<file path="config.mk">
export PLATFORM = sky130hd
export DESIGN_NAME = rom_arbiter
export DESIGN_NICKNAME = d
export VERILOG_FILES = /design/src/rtl/rom_arbiter.sv
export SDC_FILE = /design/constraint.sdc
export NUM_CORES = 1
export LEC_CHECK = 0
export BUFFER_PORTS_ARGS = -buffer_cell sky130_fd_sc_hd__clkbuf_2
export CORE_UTILIZATION = 45
export CTS_BUF_LIST = sky130_fd_sc_hd__clkbuf_8 sky130_fd_sc_hd__clkbuf_16
export CTS_CLUSTER_SIZE = 20
export DETAILED_ROUTE_END_ITERATION = 10
export GPL_ROUTABILITY_DRIVEN = 1
export HOLD_SLACK_MARGIN = 0.05
export PLACE_DENSITY = 0.88
export SLEW_MARGIN = 40
export SYNTH_ARGS = -nofsm -noshare
export SYNTH_HDL_FRONTEND = slang
export SYNTH_SLANG_ARGS = --single-unit
</file>
<file path="constraint.sdc">
create_clock -name clock -period 1.5 [get_ports clock]
set_input_delay 0.45 -clock clock [delete_from_list [all_inputs] [get_ports clock]]
set_output_delay 0.45 -clock clock [all_outputs]
set_load 0.01 [all_outputs]
</file>
<file path="src/rtl/rom_arbiter.sv">
// rom_arbiter: shares one synchronous single-port ROM (1-clock read latency)
// between two requesters. A request sampled in IDLE is granted, its address
// registered onto rom_a, the ROM word captured two edges later and returned
// with a one-cycle ack pulse; one access takes 4 clocks.
// Optional build macro ROM_ARB_FIXED_PRIO_EN: port 0 always wins ties
// (default, macro undefined: round robin on ties).
module rom_arbiter #(
    parameter  int unsigned KB = 64,
    localparam int unsigned AW = $clog2(KB * 1024)
) (
    input  logic          clock,
    input  logic          reset,
    input  logic          req0,
    input  logic [AW-1:0] a0,
    output logic          ack0,
    output logic [7:0]    q0,
    input  logic          req1,
    input  logic [AW-1:0] a1,
    output logic          ack1,
    output logic [7:0]    q1,
    output logic          busy,
    output logic [AW-1:0] rom_a,
    input  logic [7:0]    rom_q
);

    typedef enum logic [1:0] {
        S_IDLE  = 2'd0,
        S_READ  = 2'd1,
        S_LATCH = 2'd2,
        S_ACK   = 2'd3
    } state_t;

    state_t        r_state;
    logic          r_grant;
    logic [AW-1:0] r_rom_a;
    logic          r_ack0;
    logic          r_ack1;
    logic [7:0]    r_q0;
    logic [7:0]    r_q1;
    logic          r_busy;
`ifndef ROM_ARB_FIXED_PRIO_EN
    logic          r_last;
`endif

    logic          w_any;
    logic          w_win;
    logic [AW-1:0] w_addr;

    assign w_any  = req0 | req1;
    assign w_addr = w_win ? a1 : a0;

`ifdef ROM_ARB_FIXED_PRIO_EN
    // Fixed priority: port 1 wins only when port 0 is not requesting
    always_comb begin
        w_win = ~req0;
    end
`else
    // Round robin: on a tie the port not served last wins
    always_comb begin
        if (req0 && req1) begin
            w_win = ~r_last;
        end else begin
            w_win = ~req0;
        end
    end
`endif

    // Access sequencer: grant, ROM read, data capture, ack pulse
    always_ff @(posedge clock or negedge reset) begin
        if (!reset) begin
            r_state <= S_IDLE;
            r_grant <= 1'b0;
            r_rom_a <= '0;
            r_ack0  <= 1'b0;
            r_ack1  <= 1'b0;
            r_q0    <= '0;
            r_q1    <= '0;
            r_busy  <= 1'b0;
`ifndef ROM_ARB_FIXED_PRIO_EN
            r_last  <= 1'b1;
`endif
        end else begin
            case (r_state)
                S_IDLE: begin
                    if (w_any) begin
                        r_rom_a <= w_addr;
                        r_grant <= w_win;
`ifndef ROM_ARB_FIXED_PRIO_EN
                        r_last  <= w_win;
`endif
                        r_busy  <= 1'b1;
                        r_state <= S_READ;
                    end
                end
                S_READ: begin
                    r_state <= S_LATCH;
                end
                S_LATCH: begin
                    if (r_grant) begin
                        r_q1   <= rom_q;
                        r_ack1 <= 1'b1;
                    end else begin
                        r_q0   <= rom_q;
                        r_ack0 <= 1'b1;
                    end
                    r_state <= S_ACK;
                end
                S_ACK: begin
                    r_ack0  <= 1'b0;
                    r_ack1  <= 1'b0;
                    r_busy  <= 1'b0;
                    r_state <= S_IDLE;
                end
                default: begin
                    r_ack0  <= 1'b0;
                    r_ack1  <= 1'b0;
                    r_busy  <= 1'b0;
                    r_state <= S_IDLE;
                end
            endcase
        end
    end

    assign ack0  = r_ack0;
    assign ack1  = r_ack1;
    assign q0    = r_q0;
    assign q1    = r_q1;
    assign busy  = r_busy;
    assign rom_a = r_rom_a;

endmodule
</file>
==> flow_metrics.env <==
export IMPL_vias_per_cell=5.192
export IMPL_seq_area_um2=978.4
export IMPL_worstSkewPairLatency_ns=0.29
export IMPL_htreeDepth=2
export IMPL_worstMarginPinSlew_ns=0.4759
export IMPL_grt_pass1_wl_mm=6.603
export IMPL_p_clk_share_pct=17.5
export IMPL_path_max_fanout=5
export IMPL_dp_worst_setup_slack_ns=0.0005476
export IMPL_grt_total_usage_pct=20.76
export IMPL_fin_setup_tns_ns=0
export IMPL_fin_cells=292
export IMPL_holdWs_ns=0.4006
export IMPL_layout_drive_gt1_share_pct=49.59
export IMPL_yosys_warnings=0
export IMPL_post_synth_cell_area_avg_um2=11.28
export IMPL_cts_buffers=5
export IMPL_r2r_end="r_state[1]$_DFFE_PN0P_"
export IMPL_netSwitchingFraction_pct=36.09
export IMPL_clkTransAtPathRegs_ns=0.08
export IMPL_start_kind="flop"
export IMPL_ys_seq_area_share_pct=54.16
export IMPL_nets=292
export IMPL_hold_path_class="in -> reg"
export IMPL_cts_root_buffer="clkbuf_8"
export IMPL_final_area_um2=2364
export IMPL_cts_sinks=39
export IMPL_post_dp_cell_area_um2=2227
export IMPL_required_ns=1.68
export IMPL_p_per_area_nw_per_um2=2104
export IMPL_relSlewSlack_pct=68.24
export IMPL_dp_cells=283
export IMPL_cp_arrival_ns=1.58
export IMPL_hold_start="a1[1]"
export IMPL_numPortBuffers=78
export IMPL_min_to="rom_a[1]$_DFFE_PN0P_"
export IMPL_syn_num_nets=209
export IMPL_final_antenna_net_count=0
export IMPL_coreArea_um2=3744
export IMPL_die_area_um2=4267
export IMPL_fmax_mhz=714.6
export IMPL_dp_hpwl_mm=3.068
export IMPL_grt_max_degree=24
export IMPL_start_util_pct=48.20
export IMPL_finalSetupViolations=0
export IMPL_grt_ovfl_total=0
export IMPL_globalplace_congestion=0.7088
export IMPL_p_leak_nw=1.142
export IMPL_multi_input_area_um2=716.9
export IMPL_skew_ns=0.006955
export IMPL_finalCriticalPeriod_ns=1.399
export IMPL_synth_cell_types=24
export IMPL_num_antenna_cells=0
export IMPL_die_h_um=65.32
export IMPL_synth_cell_area_um2=1804
export IMPL_end_kind="flop"
export IMPL_drc=0
export IMPL_synth_seq_cells=39
export IMPL_criticalPathCategory="reg -> reg"
export IMPL_fp_dieW_um=65.32
export IMPL_num_vias=1516
export IMPL_cts_tree="yes"
export IMPL_min_period_over_period_pct=93.29
export IMPL_power_frac_seq_pct=38.9
export IMPL_io_pins=79
export IMPL_final_max_slew_viol_count=0
export IMPL_ir_drop_v=0.0009014
export IMPL_totalWireLength_mm=3.989
export IMPL_antenna_found_initial=0
export IMPL_reg2regPathDepth=4
export IMPL_fillers=322
export IMPL_grt_pass1_vias=1464
export IMPL_area_growth_pct=31.00
export IMPL_routedWlPerCell_um=13.66
export IMPL_drv_cap=0
export IMPL_p_comb_share_pct=43.6
export IMPL_firstDrtPassIters=4
export IMPL_reg2reg_slack_ns=0.10
export IMPL_finalWorstSetupSlack_ns=0.1007
export IMPL_first_iter_violations=69
export IMPL_postSynthCellCount=160
export IMPL_hold_viol=0
export IMPL_reg2reg_from="r_state[1]$_DFFE_PN0P_"
export IMPL_cts_buffer_depth=2
export IMPL_p_switching_mw=1.795
export IMPL_internal_power_mw=3.178
export IMPL_rows=22
export IMPL_hold_depth=3
export IMPL_status="completed"
==> layout make-up <==
cell class	instances	share of cell area (%)
sequential	39	41.40
multi-input combinational	106	30.33
timing repair buffer	87	20.33
clock buffer	5	2.912
tap	48	2.541
clock inverter	3	1.853
inverter	4	0.6353
==> through the flow <==
stage	total power [mW]	util (%)
after global placement	4.001	59.49
after detailed placement	4.117	59.49
after CTS	5.010	62.83
after floorplan	3.366	-
final	4.973	63.14
after global routing	5.380	63.14
==> sequential cells by signal, summed over array words and instances (netlist names) <==
name	cells
rom_a	16
q0	8
q1	8
r_state	2
ack0	1
ack1	1
busy	1
r_grant	1
r_last	1
==> cells in the mapped netlist (all sizes together) <==
cell type / n / area [um2]
nand3: 16 / 80.08
a31oi: 18 / 112.6
nor3: 1 / 5.000
dfrtp: 38 / 950.9
nand2b: 2 / 12.51
inv: 4 / 15.01
a21oi: 1 / 5.000
a22o: 2 / 17.52
dfstp: 1 / 26.28
ha: 5 / 62.56
buf: 11 / 100.1
o21a: 1 / 7.510
nor3b: 1 / 18.77
and2b: 1 / 10.01
nand2: 4 / 17.52
o21ai: 18 / 90.08
nor2: 18 / 70.07
mux2: 18 / 202.7
==> power groups by stage <==
| stage | clock (mW) | sequential, mW | combinational (mW) |
|---|---|---|---|
| floorplan | 0 | 2.13 | 1.23 |
| detailed placement | 0 | 1.95 | 2.17 |
| global route | 0.950 | 2.00 | 2.43 |
| CTS | 0.899 | 1.93 | 2.18 |
| global placement | 0 | 1.92 | 2.08 |
| finish | 0.870 | 1.93 | 2.17 |
==> cells in the final DEF, fill, tap and decap left out, drive strengths merged <==
| cell | count |
|---|---|
| clkbuf | 83 |
| dfrtp | 38 |
| mux2 | 18 |
| a31oi | 18 |
| nor2 | 18 |
| o21ai | 18 |
| nand3 | 16 |
| buf | 8 |
| ha | 5 |
| inv | 4 |
| nand2 | 4 |
| a22o | 2 |
| nand2b | 2 |
| clkinv | 2 |
| o21a | 1 |
| and2b | 1 |
| nor3b | 1 |
| nor3 | 1 |
| a21oi | 1 |
| bufinv | 1 |
| dlygate4sd3 | 1 |
| dfstp | 1 |
==> worst max-delay path by stage <==
stage / start / end / cells past startpoint
after CTS: r_state[0]$_DFFE_PN0P_ / r_state[1]$_DFFE_PN0P_ / 4
after detailed placement: req0 / rom_a[13]$_DFFE_PN0P_ / 4
after floorplan: r_state[0]$_DFFE_PN0P_ / r_state[1]$_DFFE_PN0P_ / 4
after global routing: r_state[1]$_DFFE_PN0P_ / rom_a[6]$_DFFE_PN0P_ / 6
final: r_state[1]$_DFFE_PN0P_ / r_state[1]$_DFFE_PN0P_ / 4
after global placement: r_state[0]$_DFFE_PN0P_ / q0[1]$_DFFE_PN0P_ / 4
==> worst max-delay path, stage by stage (launching register included) <==
cell and delay, ns:
dfrtp_2 0.44, inv_1 0.09, ha_2 0.21, nor3b_4 0.20, mux2_2 0.35
==> layer usage <==
metal  GRT usage, %  share of wire [%]  vias to the layer above
met2          36.21                 52                       61
met5              0                  0                        -
met3          6.250                6.5                        6
li1               -                  -                      733
met1          23.79                 40                      716
met4          7.609                1.5                        0
==> kinds of logic (layout without fill, tap and decap cells) <==
family                     Yosys count  count (layout)  synth area share, %
and+or+nand+nor                     43              43                11.86
buffers and inverters               15              99                6.379
muxes                               18              18                11.23
AOI/OAI and AO/OA                   40              40                12.90
adders and majority gates            5               5                3.467
DFF                                 39              39                54.16
==> repair_timing <==
item                                   CTS  global route
buffers inserted                         0             0
endpoints found under the hold margin    8             0
hold buffers                             1             0
setup endpoints to repair                1            19
resized for setup                        1             5
Note: power is estimated with default switching activity, not from simulation.
